===== src/rtl/unpack_bus_words_pkg.sv =====
// Shared definitions for the 64-bit word to W-bit element unpacker.
// Holds the bus width, FSM state type and the word-count helper.
package unpack_bus_words_pkg;

    localparam int BUS_W = 64;

    typedef enum logic {
        S_IDLE = 1'b0,
        S_RUN  = 1'b1
    } state_t;

    // ceil(n / 2^lg) with one spare bit, so n = all-ones cannot wrap.
    function automatic logic [32:0] ceil_div_pow2(input logic [31:0] n, input int unsigned lg);
        logic [32:0] sum;
        sum = {1'b0, n} + ((33'd1 << lg) - 33'd1);
        return sum >> lg;
    endfunction

endpackage


===== src/rtl/unpack_bus_words_lane_shifter.sv =====
// Holds the current 64-bit word and its count of unread lanes.
// A load beats a flush, and a flush beats a shift.
module lane_shifter
    import unpack_bus_words_pkg::*;
#(
    parameter int W      = 16,
    parameter int LANE_W = 3
) (
    input  logic              clk,
    input  logic              rst,
    input  logic              load,
    input  logic [BUS_W-1:0]  load_word,
    input  logic              shift,
    input  logic              flush,
    output logic [W-1:0]      word_lo,
    output logic [LANE_W-1:0] lanes
);

    localparam int R = BUS_W / W;

    logic [BUS_W-1:0] word;

    always_ff @(posedge clk or negedge rst) begin
        if (!rst) begin
            word  <= '0;
            lanes <= '0;
        end else if (load) begin
            word  <= load_word;
            lanes <= LANE_W'(R);
        end else if (flush) begin
            lanes <= '0;
        end else if (shift) begin
            word  <= word >> W;
            lanes <= lanes - 1'b1;
        end
    end

    assign word_lo = word[W-1:0];

endmodule


===== src/rtl/unpack_bus_words.sv =====
// Splits 64-bit serdes words into W-bit elements, low lane first, and emits
// exactly the commanded element count; padding lanes of the final word are dropped.
//
// Handshakes: a transfer happens on a rising edge where the producer's
// isReady and the consumer's canReceive are both 1. in_canReceive may depend
// on out_canReceive within the cycle, never on in_isReady.
module unpack_bus_words
    import unpack_bus_words_pkg::*;
#(
    parameter int W     = 16,
    parameter int CNT_W = 16
) (
    input  logic              clk,
    input  logic              rst,
    input  logic              cmd_start,
    input  logic [CNT_W-1:0]  cmd_numElems,
    output logic              cmd_canReceive,
    output logic              done,
    input  logic [BUS_W-1:0]  in,
    input  logic              in_isReady,
    output logic              in_canReceive,
    input  logic              in_isLast,
    output logic [W-1:0]      out,
    output logic              out_isReady,
    input  logic              out_canReceive,
    output logic              out_isLast,
    output logic              err_lastMismatch,
    output state_t            dbg_state
);

    localparam int          R      = BUS_W / W;
    localparam int unsigned LG     = $clog2(R);
    localparam int          LANE_W = $clog2(R + 1);

    state_t             state;
    logic [CNT_W-1:0]   elems_left;
    logic [CNT_W-1:0]   words_left;
    logic [CNT_W-1:0]   words_init;
    logic               done_r;
    logic               err_r;
    logic [LANE_W-1:0]  lanes;
    logic [W-1:0]       word_lo;
    logic               run;
    logic               out_xfer;
    logic               in_xfer;
    logic               last_xfer;

    assign run        = (state == S_RUN);
    assign words_init = CNT_W'(ceil_div_pow2(32'(cmd_numElems), LG));

    assign out_isReady = run && (lanes != '0);
    assign out_isLast  = out_isReady && (elems_left == CNT_W'(1));
    assign out_xfer    = out_isReady && out_canReceive;
    assign last_xfer   = out_xfer && out_isLast;

    // The next word may land in the same cycle the last lane leaves.
    assign in_canReceive = run && (words_left != '0) &&
                           ((lanes == '0) || ((lanes == LANE_W'(1)) && out_xfer));
    assign in_xfer       = in_isReady && in_canReceive;

    assign cmd_canReceive   = (state == S_IDLE);
    assign done             = done_r;
    assign err_lastMismatch = err_r;
    assign out              = word_lo;
    assign dbg_state        = state;

    always_ff @(posedge clk or negedge rst) begin
        if (!rst) begin
            state      <= S_IDLE;
            elems_left <= '0;
            words_left <= '0;
            done_r     <= 1'b0;
            err_r      <= 1'b0;
        end else begin
            done_r <= 1'b0;
            case (state)
                S_IDLE: begin
                    if (cmd_start) begin
                        err_r <= 1'b0;
                        if (cmd_numElems == '0) begin
                            done_r <= 1'b1;
                        end else begin
                            state      <= S_RUN;
                            elems_left <= cmd_numElems;
                            words_left <= words_init;
                        end
                    end
                end
                S_RUN: begin
                    if (in_xfer) begin
                        words_left <= words_left - 1'b1;
                        // Flag only; the counters still decide when the job ends.
                        if (in_isLast != (words_left == CNT_W'(1)))
                            err_r <= 1'b1;
                    end
                    if (out_xfer)
                        elems_left <= elems_left - 1'b1;
                    if (last_xfer) begin
                        state  <= S_IDLE;
                        done_r <= 1'b1;
                    end
                end
                default: state <= S_IDLE;
            endcase
        end
    end

    lane_shifter #(
        .W      (W),
        .LANE_W (LANE_W)
    ) u_lane_shifter (
        .clk       (clk),
        .rst       (rst),
        .load      (in_xfer),
        .load_word (in),
        .shift     (out_xfer),
        .flush     (last_xfer),
        .word_lo   (word_lo),
        .lanes     (lanes)
    );

endmodule


===== config.mk =====
export PLATFORM = sky130hd
export DESIGN_NAME = unpack_bus_words
export DESIGN_NICKNAME = d
export VERILOG_FILES = /design/src/rtl/unpack_bus_words_pkg.sv /design/src/rtl/unpack_bus_words_lane_shifter.sv /design/src/rtl/unpack_bus_words.sv
export SDC_FILE = /design/constraint.sdc
export NUM_CORES = 1
export LEC_CHECK = 0
export CAP_MARGIN = 5
export CORE_MARGIN = 2
export CORE_UTILIZATION = 35
export CTS_CLUSTER_DIAMETER = 100
export DETAILED_ROUTE_END_ITERATION = 8
export GPL_TIMING_DRIVEN = 0
export PLACE_DENSITY = 0.64
export SYNTH_ARGS = -nofsm -noshare
export SYNTH_HDL_FRONTEND = slang
export SYNTH_SLANG_ARGS = --single-unit

===== constraint.sdc =====
create_clock -name clk -period 2.29 [get_ports clk]
set_clock_uncertainty 0.1 [all_clocks]
set_input_delay 0.229 -clock clk [delete_from_list [all_inputs] [get_ports clk]]
set_output_delay 0.229 -clock clk [all_outputs]
set_load 0.1 [all_outputs]

## After elaboration in Yosys (flattened, before gate mapping)

Index checks and enable logic that the tools add are counted.

- Output and inout port bits: 23
- Word-level logic and storage cells: 67
- Register bits: 102
- Input bits: 86

- Eq/ne operators: 10
- Muxes and demuxes: 26
- Bitwise operators: 1
- Reductions and logical operators: 19
- $add $sub $neg: 4

Operators by type and width:

| operator | count |
|---|---|
| 64-bit 2-to-1 mux | 3 |
| 16-bit 2-to-1 mux | 6 |
| 16-bit one-hot mux with 2 select lines | 2 |
| 16-bit by 1-bit equality test with 1-bit output, second input constant | 2 |
| 16-bit by 1-bit subtractor with 16-bit output, second input constant | 2 |
| 16-bit by 2-bit adder with 17-bit output, second input constant | 1 |
| 16-bit logical NOT | 1 |
| 16-bit nonzero test | 1 |
| 1-bit 2-to-1 mux | 9 |
| 3-bit 2-to-1 mux | 3 |
| 3-bit AND reduction | 3 |
| 1-bit logical AND | 8 |
| 2-bit by 1-bit inequality test with 1-bit output, second input constant | 3 |
| 2-bit inequality test, second input constant | 3 |
| 1-bit one-hot mux with 2 select lines | 3 |
| 3-bit nonzero test | 2 |
| 3-bit by 1-bit equality test with 1-bit output, second input constant | 1 |
| 3-bit logical NOT | 1 |
| 3-bit by 1-bit subtractor with 3-bit output, second input constant | 1 |
| 2-bit AND reduction | 1 |
| 2-bit nonzero test | 1 |
| 1-bit logical OR | 1 |
| 1-bit inequality test | 1 |
| 1-bit NOT | 1 |

## Depth between registers and ports, before layout

- Depth in word-level cells: 9
- Depth in mapped cells: 9

## Modules after synthesis

Synthesis repeated with hierarchy kept, for this count alone.

- Cells, all modules: 614
- Area, all modules: 6264.8 sq um

By module, submodules not included:

| module | cells each | sequential area each (sq um) | area each (sq um) | instances |
|---|---|---|---|---|
| lane_shifter | 309 | 1676.6 | 3709.8 | 1 |
| unpack_bus_words | 305 | 875.8 | 2555.0 | 1 |

## Least setup slack after synthesis

OpenSTA, ideal clock, no wires.

- Path kind: register to output
- From: reg state (netlist: dbg_state)
- To: out in_canReceive
- Required time: 1.961 ns
- Setup slack: -4.819 ns
- Arrival: 6.780 ns
- Cell stages (with the launch flop): 5
- Cells stage by stage: dfrtp_1 > inv_2 > clkbuf_1 > clkbuf_1 > a2111oi_0

- Word-level cells in the longest chain between the ends: 5

RTL lines:

| what | line | text |
|---|---|---|
| start, declared | unpack_bus_words.sv:35 | `state_t state;` |
| start signal, assigned | unpack_bus_words.sv:69 | `state <= S_IDLE;` |
| start signal, assigned | unpack_bus_words.sv:83 | `state <= S_RUN;` |
| start signal, assigned | unpack_bus_words.sv:99 | `state <= S_IDLE;` |
| 1-bit logical AND | unpack_bus_words.sv:51 | `assign out_isReady = run && (lanes != '0);` |
| 1-bit logical AND | unpack_bus_words.sv:53 | `assign out_xfer = out_isReady && out_canReceive;` |
| 1-bit logical AND | unpack_bus_words.sv:58 | `((lanes == '0) \|\| ((lanes == LANE_W'(1)) && out_xfer));` |
| 1-bit logical OR | unpack_bus_words.sv:58 |  |
| 1-bit logical AND (*) | unpack_bus_words.sv:57 | `assign in_canReceive = run && (words_left != '0) &&` |
| end, declared | unpack_bus_words.sv:21 | `output logic in_canReceive,` |

Mark *: on every way between the ends. The rest lies on a longest branch, timed or not.

## Worst setup path in the final report

- From: reg elems_left[0]
- To: out out_isLast

- Word-level cells in the longest chain between the ends: 2

RTL lines:

| what | line | text |
|---|---|---|
| start, declared | unpack_bus_words.sv:36 | `logic [CNT_W-1:0] elems_left;` |
| start signal, assigned | unpack_bus_words.sv:84 | `elems_left <= cmd_numElems;` |
| start signal, assigned | unpack_bus_words.sv:97 | `elems_left <= elems_left - 1'b1;` |
| 16-bit by 1-bit equality test with 1-bit output | unpack_bus_words.sv:52 | `assign out_isLast = out_isReady && (elems_left == CNT_W'(1));` |
| 1-bit logical AND | unpack_bus_words.sv:52 |  |
| end, declared | unpack_bus_words.sv:26 | `output logic out_isLast,` |

Every way passes these cells.

==> results.yml <==
global_route:
  grt_pass1_wl_mm: 27.82
  grt_max_degree: 65
  grt_pass1_vias: 5233
  grt.overflow.total: 0
  antenna_found_initial: 0
  track_usage: 0.2122
status:
  outcome: "finished with violations"
  violations: "negative setup slack"
timing:
  hold_viol: 0
  rsz0062_at_grt: "yes"
  finalSetupViolCount: 70
  tightest_slew_ps: 979.5
  drv_slew: 0
  fin_crit_sh: 1.128
  fin_crit_ps: 2584
  fin_ws_ps: -293.7
  maxSlewHeadroom: 0.3449
  fin_tns_setup_ps: -11780
  fmax_mhz: 387.0
synthesis:
  async_flop_share: 1.000
  ys_seq_area_frac: 0.4539
  synth_edf_count: 0
  synth_cell_types: 60
  synthTopCellsByArea: "dfrtp_1 (45%), a21oi_1 (8.5%), nand2_1 (6.6%), nor2_1 (4.1%), o21ai_0 (3.7%)"
  ys_ff_latch: 102
  synth_area_per_cell_um2: 8.494
  netlist_instances: 662
  yosys.area.top_type_share: 0.4539
  synthesis.nets: 755
  synth_top_cell_by_area: "dfrtp_1"
  syn_area_um2: 5623
  synth_warnings: 0
  synth_flop_cell: "dfrtp_1"
min_path:
  min_path_cells: 3
  hold_end: "elems_left[7]"
  hp-class: "in -> reg"
  min_from: "cmd_numElems[7]"
cells_and_area:
  final_cell_mix: "dfrtp_1 (101), clkdlybuf4s50_1 (86), nand2_1 (70)"
  area_growth_pct: 54.61
  nets: 911
  layout_commonest_cell: "dfrtp_1"
  fin_util: 0.5513
  antennaDiodeCount: 0
  drive_gt1_frac: 0.3013
worst_setup_path:
  arrival_ps: 2250
  reg2reg_to: "u_lane_shifter.word[29]"
  required_ps: 1960
  crit_fanout: 5
  start_kind: "flop"
  r2r_slack_ps: -230
  r2r_cells: 8
  endpoint_kind: "output pin"
  path_class: "reg -> out"
  reg2reg_from: "elems_left[0]"
floorplanning:
  dieArea_um2: 17100
  die_w_um: 130.8
  die_h_um: 130.8
  std_cell_rows: 46
  start_util: 0.3566
  core_area_um2: 15770
  top_level_ports: 109
clock_tree:
  cts_buffer_depth: 2
  cts_sinks: 102
  clk_latency_ps: 360
  h-tree-depth: 3
  cts_tree: "done"
  root_buffer: "clkbuf_16"
  clk_pin_slew_ps: 70
  cts_buffers: 9
placed_design:
  port_buffers: 107
  place_ws_ps: -910.0
  dp_hpwl_mm: 12.21
  place.gp.congestion: 0.8752
power:
  switching_share: 0.4685
  power_density_nw_per_um2: 1304
  vdd_drop_max_mv: 0.7816
  p_comb_frac: 0.570
  power_frac_seq: 0.295
  p_leak_nw: 3.742
  power_frac_clock: 0.135
  power_mw: 11.34
  p_sw_mw: 5.312
  p_int_mw: 6.026
route:
  route.detailed.drc: 0
  drt_iter0_markers: 316
  drt_pass1_iterations: 5
  wl_per_cell_um: 17.86
  drt_wl_total_mm: 18.56
  postRouteAntennaNets: 0
  dr_total_vias: 5588
  via_per_inst: 5.378
job:
  max_cap_viol_count: 0
## cell type report
cell class,count,area (µm²)
plain buffers,57,513.0
flip-flops and latches,102,2556
inverters,14,55.05
repair buffers,145,1588
well taps,216,270.3
fillers,1396,7077
clock inverters,7,62.56
multi-input cells,489,3423
clock buffers,9,225.2
## per-layer routing
layer | track usage | vias to the layer above | part of all wire
li1 | - | 2680 | -
met3 | 0.02687 | 34 | 0.053
met4 | 0.08385 | 0 | 0.023
met5 | 0 | - | 0
met2 | 0.3416 | 191 | 0.50
met1 | 0.2923 | 2683 | 0.43
## cells in the mapped netlist, drive strengths merged, types with 6 or more instances
cell type,number
dfrtp,102
a21oi,100
nand2,99
nor2,62
o21ai,48
buf,36
nand3,27
clkbuf,21
o211ai,19
nor4,15
inv,14
o22ai,12
nor3,11
ha,7
nand2b,7
or4,7
xor2,7
mux2i,6
## what timing repair did
item | CTS | global route
gates cloned | 8 | 3
buffers inserted | 19 | 12
hold endpoints to repair | 38 | 0
pin swaps | 23 | 83
gates resized for setup | 124 | 178
hold buffers | 1 | 0
endpoints found under the setup margin | 90 | 111
## flip-flops by register name, summed over array words and instances, names as in the netlist
signal and count:
dbg_state 1, err_lastMismatch 1, u_lane_shifter.word 64, u_lane_shifter.lanes 3, words_left 16, done 1, elems_left 16
## through the flow
stage	cells	hold slack (ps)	area [µm²]
5_1_grt	1039	333.8	8693
4_1_cts	1030	242.5	8001
2_1_floorplan	662	-166.6	5692
3_5_place_dp	986	148.7	7058
3_3_place_gp	985	376.6	7033
6_report	1039	281.4	8693
## power groups by stage
stage / Combinational [mW] / Clock [mW] / Sequential, mW
global placement: 4.73 / 0 / 3.12
floorplan: 3.61 / 0 / 3.05
CTS: 5.64 / 1.55 / 3.14
finish: 6.47 / 1.53 / 3.34
global route: 6.94 / 1.64 / 3.44
detailed placement: 4.78 / 0 / 3.14
## worst max-delay path by stage
stage	from	endpoint	slack [ps]
finish	elems_left[0]	out_isLast	-290
global route	elems_left[1]	out_isLast	-370
CTS	elems_left[1]	out_isLast	-280
detailed placement	elems_left[1]	out_isLast	-910
global placement	rst	dbg_state	-3920
floorplan	elems_left[1]	u_lane_shifter.lanes[2]	-310
## logic make-up after synthesis
family                     after synthesis  share of synthesized area
AOI/OAI and AO/OA                      212                     0.2232
muxes                                    6                    0.01068
DFF                                    102                     0.4539
buffers and inverters                   71                    0.06987
adders and majority gates                7                    0.01558
xor gates and xnor gates                12                    0.01869
and+or+nand+nor                        252                     0.2081
## critical path, stage by stage, from the launching register on
cell and delay, ps:
dfrtp_1 460, ha_4 160, or4b_4 440, or4_4 490, nor2_4 160, buf_12 190
(Power assumes the default switching activity.)
